<file path="src/rtl/ttl_scan_decoder.sv">
// Scanning multi-block decoder: one registered select address shared by BLOCKS
// active-low one-hot decoders, loadable from A or auto-incremented with wrap.
module ttl_scan_decoder #(
    parameter int BLOCKS     = 2,
    parameter int WIDTH_OUT  = 4,
    parameter int WIDTH_IN   = $clog2(WIDTH_OUT),
    parameter int DELAY_RISE = 0,
    parameter int DELAY_FALL = 0
) (
    input  logic                        Clk,
    input  logic                        Clear,
    input  logic                        Load,
    input  logic                        Scan,
    input  logic [WIDTH_IN-1:0]         A,
    input  logic [BLOCKS-1:0]           Enable_bar,
    output logic [BLOCKS*WIDTH_OUT-1:0] Y_2D,
    output logic [WIDTH_IN-1:0]         Index,
    output logic                        Carry,
    output logic                        Load_error
);

    localparam logic [WIDTH_IN-1:0] LAST  = WIDTH_IN'(WIDTH_OUT - 1);
    localparam logic [WIDTH_IN:0]   COUNT = (WIDTH_IN + 1)'(WIDTH_OUT);

    logic [WIDTH_IN-1:0]         addr;
    logic                        load_error_q;
    logic                        a_in_range;
    logic                        at_last;
    logic                        carry_c;
    logic [WIDTH_OUT-1:0]        y_blk [BLOCKS];
    logic [BLOCKS*WIDTH_OUT-1:0] y_pack;

    // The extra MSB lets the range test see A >= WIDTH_OUT even when WIDTH_OUT is 2**WIDTH_IN.
    assign a_in_range = {1'b0, A} < COUNT;
    assign at_last    = (addr == LAST);
    assign carry_c    = Scan & ~Load & at_last;

    always_ff @(posedge Clk or posedge Clear) begin
        if (Clear) begin
            addr         <= '0;
            load_error_q <= 1'b0;
        end else if (Load) begin
            if (a_in_range) begin
                addr         <= A;
                load_error_q <= 1'b0;
            end else begin
                load_error_q <= 1'b1;
            end
        end else begin
            load_error_q <= 1'b0;
            if (Scan) begin
                addr <= at_last ? '0 : addr + 1'b1;
            end
        end
    end

    always_comb begin
        for (int b = 0; b < BLOCKS; b++) begin
            for (int i = 0; i < WIDTH_OUT; i++) begin
                y_blk[b][i] = !(!Enable_bar[b] && (addr == WIDTH_IN'(i)));
            end
        end
    end

    // PACK_ARRAY: block b lands on bits [b*WIDTH_OUT +: WIDTH_OUT].
    always_comb begin
        y_pack = '1;
        for (int b = 0; b < BLOCKS; b++) begin
            y_pack[b*WIDTH_OUT +: WIDTH_OUT] = y_blk[b];
        end
    end

    generate
        if (DELAY_RISE == 0 && DELAY_FALL == 0) begin : g_nodelay
            assign Y_2D       = y_pack;
            assign Index      = addr;
            assign Carry      = carry_c;
            assign Load_error = load_error_q;
        end else begin : g_delay
            assign #(DELAY_RISE, DELAY_FALL) Y_2D       = y_pack;
            assign #(DELAY_RISE, DELAY_FALL) Index      = addr;
            assign #(DELAY_RISE, DELAY_FALL) Carry      = carry_c;
            assign #(DELAY_RISE, DELAY_FALL) Load_error = load_error_q;
        end
    endgenerate

endmodule

</file>
<file path="config.mk">
export PLATFORM = sky130hd
export DESIGN_NAME = ttl_scan_decoder
export DESIGN_NICKNAME = d
export VERILOG_FILES = /design/src/rtl/ttl_scan_decoder.sv
export SDC_FILE = /design/constraint.sdc
export NUM_CORES = 1
export LEC_CHECK = 0
export BUFFER_PORTS_ARGS = -buffer_cell sky130_fd_sc_hd__buf_2
export CORE_AREA = 3 3 40 42
export DETAILED_ROUTE_END_ITERATION = 7
export DIE_AREA = 0 0 43 45
export GPL_TIMING_DRIVEN = 0
export PLACE_DENSITY_LB_ADDON = 0.2
export SLEW_MARGIN = 20
export SYNTH_ARGS = -nofsm -noshare
export SYNTH_HDL_FRONTEND = slang
export SYNTH_SLANG_ARGS = --single-unit
</file>
<file path="constraint.sdc">
create_clock -name Clk -period 1.2 [get_ports Clk]
set_input_delay 0.12 -clock Clk [delete_from_list [all_inputs] [get_ports Clk]]
set_output_delay 0.12 -clock Clk [all_outputs]
set_load 0.005 [all_outputs]
</file>
# Yosys cells after proc, flatten, opt, wreduce, memory -nomap -nowiden
# Cells that the tools add are included.
# Widths: inputs -> output; s select.
dict set report totals {
  reg_bits 2
  in_bits 8
  out_inout_bits 12
  wordCells 31
}
dict set report classes {
  addsub 1
  n_eq_ne 3
  mux 3
  bitwise_logic 3
  reduce_logical 20
}
# operator count
set op_table {}
lappend op_table {{$logic_not 1->1} 10}
lappend op_table {{$logic_and 1x1->1} 8}
lappend op_table {{$mux 2} 3}
lappend op_table {{$eq 2x2->1 const B} 2}
lappend op_table {{$add 2x1->2 const B} 1}
lappend op_table {{$and 1x1->1} 2}
lappend op_table {{$eq 2x1->1 const B} 1}
lappend op_table {{$logic_not 2->1} 1}
lappend op_table {{$reduce_bool 2->1} 1}
lappend op_table {{$not 1->1} 1}

# Logic depth before layout (Yosys ltp)
# Gate-level depths: netlist (run 1).
dict set report logic_depth {
  word_depth 4
  depth_mapped 4
  ltp_nobuf 4
}

# Worst setup path before layout (run 1)
# OpenSTA, ideal clock, no wires.
dict set report synth_path {
  kind {reg-to-reg}
  from {reg addr[0], in the netlist Index[0]}
  to {reg addr[1], in the netlist Index[1]}
  setup_time_ns 0.121
  arrival_time_ns 0.939
  setup_slack_ns 0.141
  stages_incl_launch_ff 5
  n_path_buf 0
  cell_sequence {dfrtp_1 inv_1 ha_1 mux2i_1 o21ai_1}
}
dict set report synth_via {
  elab_chain_cells 4
  elab_cells_between_ends 5
}
# item line_no
set synth_lines {}
lappend synth_lines {{start, declared} 25} ;# logic [WIDTH_IN-1:0] addr;
lappend synth_lines {{start signal, assigned} 52} ;# addr <= at_last ? '0 : addr + 1'b1;
lappend synth_lines {{$add 2x1->2 / $eq 2x2->1 (equally long branches)} {52, 35}}
lappend synth_lines {{$mux 2 *} 52}
lappend synth_lines {{$mux 2 *} 51} ;# if (Scan) begin
lappend synth_lines {{$mux 2 *} 42} ;# end else if (Load) begin
# Every way passes the cells marked *; elsewhere a longest branch is shown, timed or not. The select of a mux whose other input is x is not followed.
# A chain may end at the register's enable or synchronous reset.

# Worst setup path in the final report (run 1)
dict set report layout_path {
  from {reg addr[0], in the netlist Index[0]}
  to {out Carry}
}
dict set report layout_via {
  elab_chain_cells 2
}
# item line_no
set layout_lines {}
lappend layout_lines {{$eq 2x2->1} 35} ;# assign at_last = (addr == LAST);
lappend layout_lines {{$and 1x1->1} 36} ;# assign carry_c = Scan & ~Load & at_last;
lappend layout_lines {{end, declared} 18} ;# output logic Carry,
# Every way passes these cells.

==> results.md, run 1 <==
* complete, but fails checks — result of the run
* negative setup slack — violated checks
* 21.9% — fraction of the mapped netlist area in adder cells
* 3 — Critical Path Stages
* 536 um — final wirelength
* 338 sq um — area of placed instances
* 0.0604 ns — worst setup slack after placement
* 3 — drt first pass iters
* register — category of the worst setup path launch point
* 3 — final setup violation count
* 1 — Iteration-0 DRC Markers
* 0 — yosys synthesis warning count
* 13 — site row count
* 2 — flop and latch count out of synthesis
* 229 sq um — cell area after synthesis
* true — RSZ-0062 raised after global routing
* 25.5% — sequential share of power
* 0 — Remaining DRCs
* 929 nW/um^2 — total power density per cell area
* 1940 sq um — die outline area
* 20 — io pins
* 0.444 mV — maximum VDD drop
* 1.08 ns — worst endpoint required time
* 0% — Synth Area in XOR/XNOR
* yes — CTS tree
* 18 — count of buffers from port buffering
* 56.0% — layout cells sized above 1
* 34.1% — share of total power in combinational logic
* 239 — routed vias
* 0 — # Max-Cap Violations
* 6 — pin count of the biggest net entering global routing
* 0.44 ns — longest individual stage delay on the worst path
* 21.9% — sequential fraction of the synthesis area
* reg2out — category of the critical setup timing path
* nand2b_1 — Synth area leader
* 0 — remaining number of nets flagged by the antenna check after routing
* 17.8% — initial core utilization
* 0.613 — GPL Wtd Cong
* in2reg — min-delay worst type
* 40.4% — part of the total power dissipated in the clock network
* 5 — critical path peak fanout
* 0.09 ns — reg-to-reg slack, setup
* 45 um — height of the die
* 4.37% — multiplexer share of the synthesized area
* 0 — initial antenna violation count
* 0 — grt ovf
* 65 — number of non-filler instances in the completed layout
* 260 uW — internal power
* 2 — flip-flop count of the largest register after layout
* 0.00113 ns — clock skew after layout
* 806 MHz — Highest Clock Rate
* 395 sq um — final standard cell area without fillers
* 107 uW — switching power of the nets
* 1280 sq um — floorplan core area
* dfrtp_2 — cell type of the slowest stage on the worst timing path
* 1.24 ns — Tmin final
* -0.0582 ns — setup tns final
* clkbuf_4 — Clk Tree Root Cell
* 0 — number of hold violations in the final report
* 39 — Net Count, Synth
* 3 — count of cells along the worst hold path
* 175 sq um — area used by multi-input combinational logic
* 436 um — dpl hpwl
* 8.48 sq um — average footprint of a synthesized cell
* nand2b_1, dfrtp_1, ha_1 — top post-synthesis cells by area
* 24.6% — area fraction of the dominant cell type after synthesis
* flip-flops — Top delay family on crit path
* 36.1% — post-synthesis simple-gate area fraction
* 1 — H-Tree Level Count
* 2 — number of clock sinks seen by CTS
* 2 — maximum root-to-sink buffer count
* output port — category of the worst setup path capture point
* 148 — fillcell total
* 0.196 nW — static leakage
* 103% — final clock period utilization by the worst path
* 13 — number of distinct library cells after synthesis
* 64 — number of nets in the final layout
* 3.68 — vias per cell
* 29.2% — switching fraction of total power
* 27 — count of mapped cells out of synthesis
* 6.33% — overall routing resource usage
* 72.7% — area added between synthesis and finish
* 52.6 sq um — register cell area after layout
* ha_4, and3b_1, buf_2 — chain of cells forming the critical path
* -0.0401 ns — setup slack of the critical path after layout
* 0 — total count of max-transition violations in the final report
* 235 — vias in the first global route
* 60 — placed cell count
* 1 — Worst Path Buf+Inv
* 4 — FF-to-FF path depth
* 8.25 um — routed len/inst
* simple AND/OR/NAND/NOR gates — combinational family with the most area after synthesis
* 0 — antenna diode count
* 1.12 ns — Crit path arrival time
* 43 um — Die X
* 3 — total CTS buffers
* 6.01% — complex-gate fraction of the synthesized area
* 0.03 ns — clock slew at the register clock pins of the worst setup and hold paths
* 0.22 ns — clock latency reported for the late side of the worst-skew pair
* 862 um — global-route wire length before repair
* 367 uW — post-layout total power
cells in the final DEF (no fill, tap or decap):
| master | n |
|---|---|
| inv_1 | 2 |
| buf_2 | 18 |
| o21ai_1 | 1 |
| dfrtp_2 | 2 |
| nand2_1 | 1 |
| and3b_1 | 1 |
| ha_2 | 1 |
| o31a_1 | 1 |
| ha_1 | 2 |
| buf_4 | 2 |
| dlygate4sd3_1 | 1 |
| nor2b_1 | 1 |
| ha_4 | 1 |
| clkbuf_4 | 3 |
| inv_2 | 1 |
| nand2b_1 | 9 |
| conb_1 | 1 |
| mux2i_1 | 1 |
| nor3b_1 | 1 |
worst register-to-register path, stage by stage, from the launching register on:
cell and delay (ns):
dfrtp_2 0.43, inv_1 0.09, ha_2 0.26, mux2i_1 0.14, o21ai_1 0.07
cell type report:
class                      count  share of cell area [%]
buffer                         1                    1.90
clock buffer                   3                    5.70
inverter                       3                    2.85
multi-input combinational     21                    44.3
sequential                     2                    13.3
tap                           15                    4.75
timing repair buffer          20                    27.2
kinds of logic (layout without fill, tap and decap cells):
logic type | count (synthesis) | in the layout
and+or+nand+nor | 13 | 13
adders and majority gates | 4 | 4
buffers and inverters | 4 | 27
AOI/OAI and AO/OA | 2 | 2
DFF | 2 | 2
other | 1 | 1
muxes | 1 | 1
path summary, 6_finish.rpt:
kind,from,end
min in group asynchronous,Clear,Index[1]
hold reg to reg,Index[1],Index[1]
setup / recovery,Index[0],Carry
setup reg to reg,Index[1],Index[1]
hold / removal,A[1],Index[1]
max in group asynchronous,Clear,Index[0]
metal layers:
layer / vias to the layer above / wire (um) / GRT usage [%]
met5: - / 0 / 0
met4: 0 / 0 / 7.23
met3: 0 / 104 / 3.19
met2: 18 / 227 / 8.98
met1: 93 / 204 / 6.28
li1: 128 / - / -
repair_timing:
item,CTS,global route
hold buffers,1,0
pin swaps,1,0
endpoints found under the hold margin,2,0
resized for setup,2,4
setup buffers,1,0
endpoints found under the setup margin,9,9
power groups by stage:
stage	clock network [mW]	logic, mW	registers, mW
final	0.148	0.125	0.0936
after global placement	0	0.115	0.0887
after CTS	0.159	0.125	0.0877
after global routing	0.165	0.144	0.0961
after floorplan	0	0.0604	0.0876
after detailed placement	0	0.114	0.0890
Yosys cell counts:
master	n
inv_1	3
and3b_1	1
o21ai_1	1
nor2b_1	1
nand2b_1	9
o31a_1	1
nor3b_1	1
conb_1	1
ha_1	4
dfrtp_1	2
nand2_1	1
buf_4	1
mux2i_1	1
through the flow:
stage               util (%)  hold slack [ns]
detailed placement      26.3          -0.0278
floorplan                  -           -0.139
global route            30.8            0.133
CTS                     29.8            0.107
global placement        26.3          -0.0288
finish                  30.8            0.115
(Power assumes the default switching activity.)
==> inputs of run 2 (changes only) <==
- TNS_END_PERCENT: unset -> 5
==> run 2 against run 1 <==
The flow still finishes with violations (negative setup slack). Setup slack unchanged. Clock skew did not move. First-iteration DRC count is the same. Power unchanged. Via count unchanged. Routed wire length stayed put.
==> results.md, run 2 (same netlist as run 1, synthesis figures left out) <==
* 13 — site row count
* 1.12 ns — Crit path arrival time
* 0.196 nW — static leakage
* complete, but fails checks — result of the run
* output port — category of the worst setup path capture point
* 0 — grt ovf
* 72.7% — area added between synthesis and finish
* 29.2% — switching fraction of total power
* 34.1% — share of total power in combinational logic
* 43 um — Die X
* reg2out — category of the critical setup timing path
* 64 — number of nets in the final layout
* 25.5% — sequential share of power
* 0 — # Max-Cap Violations
* 0.613 — GPL Wtd Cong
* 30.8% — Layout Utilization
* 806 MHz — Highest Clock Rate
* 18 — count of buffers from port buffering
* 1940 sq um — die outline area
* -0.0401 ns — setup slack of the critical path after layout
* 3.68 — vias per cell
* 2 — maximum root-to-sink buffer count
* 20 — io pins
* 3 — final setup violation count
* yes — CTS tree
* in2reg — min-delay worst type
* 60 — placed cell count
* 1.08 ns — worst endpoint required time
* 5 — critical path peak fanout
* 436 um — dpl hpwl
* 8.25 um — routed len/inst
* 0 — Remaining DRCs
* buf_2, nand2b_1, clkbuf_4 — commonest non-fill, non-tap cells in the layout
* 2 — number of clock sinks seen by CTS
* 0 — antenna diode count
* -0.0582 ns — setup tns final
* 0.03 ns — clock slew at the register clock pins of the worst setup and hold paths
* 1.24 ns — Tmin final
* 367 uW — post-layout total power
* 56.0% — layout cells sized above 1
* 103% — final clock period utilization by the worst path
* 2 — flip-flop count of the largest register after layout
* buf_2 — most frequent standard cell in the layout excluding fill and tap cells
* true — RSZ-0062 raised after global routing
* 0.115 ns — hold slack final
* 929 nW/um^2 — total power density per cell area
* 235 — vias in the first global route
* 3 — drt first pass iters
* register — category of the worst setup path launch point
* 3 — total CTS buffers
* 0.22 ns — clock latency reported for the late side of the worst-skew pair
* 65 — number of non-filler instances in the completed layout
* 0.00113 ns — clock skew after layout
* 4 — FF-to-FF path depth
* 536 um — final wirelength
* clkbuf_4 — Clk Tree Root Cell
* 6.33% — overall routing resource usage
* 45 um — height of the die
* negative setup slack — violated checks
* 260 uW — internal power
* 17.8% — initial core utilization
* 1 — H-Tree Level Count
* 107 uW — switching power of the nets
* 1 — Iteration-0 DRC Markers
* 0 — remaining number of nets flagged by the antenna check after routing
* 3 — count of cells along the worst hold path
* 0 — number of hold violations in the final report
* 40.4% — part of the total power dissipated in the clock network
* 148 — fillcell total
* 6 — pin count of the biggest net entering global routing
* 0 — total count of max-transition violations in the final report
* 239 — routed vias
* 1280 sq um — floorplan core area
* 0 — initial antenna violation count
* 862 um — global-route wire length before repair
* 0.444 mV — maximum VDD drop
[run 2: cell counts in the layout (fill, tap and decap cells not counted)]
Identical to the previous run, type by type.
[run 2: area by class of cell]
cell class,instances,area [sq um],area share [%]
multi-input combinational,21,175,44.3
timing repair buffer,20,108,27.2
sequential,2,52.6,13.3
clock buffer,3,22.5,5.70
tap,15,18.8,4.75
inverter,3,11.3,2.85
buffer,1,7.51,1.90
[run 2: power by group through the flow]
stage	logic (mW)	registers (mW)	clock network, mW
after global routing	0.144	0.0961	0.165
after CTS	0.125	0.0877	0.159
after floorplan	0.0604	0.0876	0
after global placement	0.115	0.0887	0
after detailed placement	0.114	0.0890	0
final	0.125	0.0936	0.148
[run 2: final timing paths]
kind                            slack [ns]     start        to
worst max-delay path                 -0.04  Index[0]     Carry
worst min-delay path                  0.12      A[1]  Index[1]
worst max register to register        0.09  Index[1]  Index[1]
worst min register to register        0.64  Index[1]  Index[1]
max in group asynchronous             0.79     Clear  Index[0]
min in group asynchronous             0.29     Clear  Index[1]
[run 2: stage by stage]
stage,instance area [sq um],setup WS [ns]
2_1_floorplan,229,0.141
3_3_place_gp,338,0.0602
3_5_place_dp,338,0.0604
4_1_cts,383,-0.0725
5_1_grt,395,-0.0851
6_report,395,-0.0401
[run 2: timing repair]
action,CTS,global route
resized for setup,2,4
hold buffers,1,0
setup endpoints to repair,9,9
hold endpoints to repair,2,0
buffers inserted,1,0
pin swaps,1,0
[run 2: metal layers]
layer	vias up	routed length, um	global-route usage [%]	share of wire [%]
met5	-	0	0	0
met4	0	0	7.23	0
met3	0	104	3.19	19
met2	18	227	8.98	42
met1	93	204	6.28	38
li1	128	-	-	-
[run 2: worst max-delay path: stages (launching register included)]
cell,delay (ns)
dfrtp_2,0.44
ha_4,0.19
and3b_1,0.15
buf_2,0.12
==> inputs of run 3 (changes only) <==
- BUFFER_PORTS_ARGS: -buffer_cell sky130_fd_sc_hd__buf_2 -> -buffer_cell sky130_fd_sc_hd__buf_4
==> run 3 against run 2 <==
The run still ends with negative setup slack left. Clock skew rose by 0.00077 ns. Clock power barely moved. Critical path type unchanged. Non-clock buffer count rose by 2. Power rose by 15%.
==> results.md, run 3 (same netlist as run 1, synthesis figures left out) <==
* complete, but fails checks — result of the run
* negative setup slack — violated checks
* 1940 sq um — die outline area
* 0.44 ns — longest individual stage delay on the worst path
* Index[0] — worst reg2reg path startpoint
* 0 — initial antenna violation count
* 0.413 mV — maximum VDD drop
* 17.8% — initial core utilization
* yes — CTS tree
* 61.5% — layout cells sized above 1
* buf_4, nand2b_1, ha_4, clkbuf_4 — commonest non-fill, non-tap cells in the layout
* register — category of the worst setup path launch point
* 1 — Worst Path Buf+Inv
* 254 — routed vias
* 0 — total count of max-transition violations in the final report
* 6 — pin count of the biggest net entering global routing
* 4 — drt first pass iters
* 1.08 ns — worst endpoint required time
* 265 — vias in the first global route
* flip-flops — Top delay family on crit path
* 4 — critical path peak fanout
* 43 um — Die X
* 1.01 mm — global-route wire length before repair
* 0 — antenna diode count
* ha_4, and3b_1, buf_4 — chain of cells forming the critical path
* 3 — total CTS buffers
* 0.03 ns — clock slew at the register clock pins of the worst setup and hold paths
* 66 — number of nets in the final layout
* clkbuf_4 — Clk Tree Root Cell
* 0 — number of hold violations in the final report
* 20 — io pins
* 1280 sq um — floorplan core area
* 2 — flip-flop count of the largest register after layout
* 45 um — height of the die
* 2 — number of clock sinks seen by CTS
* -0.0521 ns — setup slack of the critical path after layout
* output port — category of the worst setup path capture point
* 0 — grt ovf
* in2reg — min-delay worst type
* 799 MHz — Highest Clock Rate
* true — RSZ-0062 raised after global routing
* 7 — final setup violation count
* 3.79 — vias per cell
* 110% — area added between synthesis and finish
* Carry — capturing element of the worst setup path
* 1 — H-Tree Level Count
* 8.67 um — routed len/inst
* 13 — site row count
* 7.33% — overall routing resource usage
* 1.25 ns — Tmin final
* 0.101 ns — hold slack final
* 581 um — final wirelength
* 60 — placed cell count
* 67 — number of non-filler instances in the completed layout
* 143 — fillcell total
* 0.22 ns — clock latency reported for the late side of the worst-skew pair
* 0.593 — GPL Wtd Cong
* 2 — Iteration-0 DRC Markers
* dfrtp_2 — cell type of the slowest stage on the worst timing path
* 198 sq um — area used by multi-input combinational logic
* 0.229 nW — static leakage
* 462 um — dpl hpwl
* Index[1] — worst setup path startpoint
* 52.6 sq um — register cell area after layout
* 0 — remaining number of nets flagged by the antenna check after routing
* 0 — # Max-Cap Violations
* 4 — FF-to-FF path depth
* 104% — final clock period utilization by the worst path
* Index[1] — Reg2Reg Capture Point
* reg2out — category of the critical setup timing path
* buf_4 — most frequent standard cell in the layout excluding fill and tap cells
* 2 — maximum root-to-sink buffer count
* 0.00190 ns — clock skew after layout
* 18 — count of buffers from port buffering
* 1.13 ns — Crit path arrival time
* 3 — Critical Path Stages
* 37.5% — Layout Utilization
* 0.13 ns — reg-to-reg slack, setup
* 0 — Remaining DRCs
* 878 nW/um^2 — total power density per cell area
[run 3: worst min-delay path by stage]
stage / cells past startpoint / start / to / slack [ns]
after global routing: 2 / Load / Index[1] / 0.11
final: 2 / Load / Index[1] / 0.10
after CTS: 2 / Load / Index[1] / 0.09
after global placement: 2 / Clear / Index[1] / -0.02
after floorplan: 1 / Clear / Index[0] / -0.14
after detailed placement: 2 / Clear / Index[1] / -0.02
[run 3: what timing repair did]
action                                 CTS  global route
buffers inserted                         3             0
endpoints found under the hold margin    2             0
gates resized for setup                  6             5
setup endpoints to repair                9             7
hold buffers                             1             0
cloned                                   0             0
pin swaps                                2             1
[run 3: routing by layer]
layer | wire length, um | track usage [%] | share of wire (%) | vias to the layer above
met2 | 283 | 12.0 | 49 | 18
met4 | 0 | 7.23 | 0 | 0
met1 | 202 | 6.76 | 35 | 104
li1 | - | - | - | 132
met3 | 95 | 3.19 | 16 | 0
met5 | 0 | 0 | 0 | -
[run 3: through the flow]
| stage | power, mW | setup TNS, ns | worst slack, ns | cell area (sq um) |
|---|---|---|---|---|
| 4_1_cts | 0.422 | -0.332 | -0.0634 | 459 |
| 3_3_place_gp | 0.228 | 0 | 0.0561 | 383 |
| 3_5_place_dp | 0.228 | 0 | 0.0411 | 383 |
| 6_report | 0.423 | -0.155 | -0.0521 | 482 |
| 2_1_floorplan | 0.148 | 0 | 0.141 | 229 |
| 5_1_grt | 0.469 | -0.576 | -0.0952 | 482 |
[run 3: final cells by class]
cell class / instances / share of cell area (%)
Buffer: 1 / 1.56
Clock buffer: 3 / 4.68
Inverter: 3 / 2.34
Multi-Input combinational cell: 21 / 41.0
Sequential cell: 2 / 10.9
Tap cell: 15 / 3.90
Timing Repair Buffer: 22 / 35.6
[run 3: where the power goes]
part	internal, mW	switching [mW]	leakage [nW]
Clock	0.110	0.0394	0.0138
Combinational	0.113	0.0660	0.193
Sequential	0.0779	0.0160	0.0215
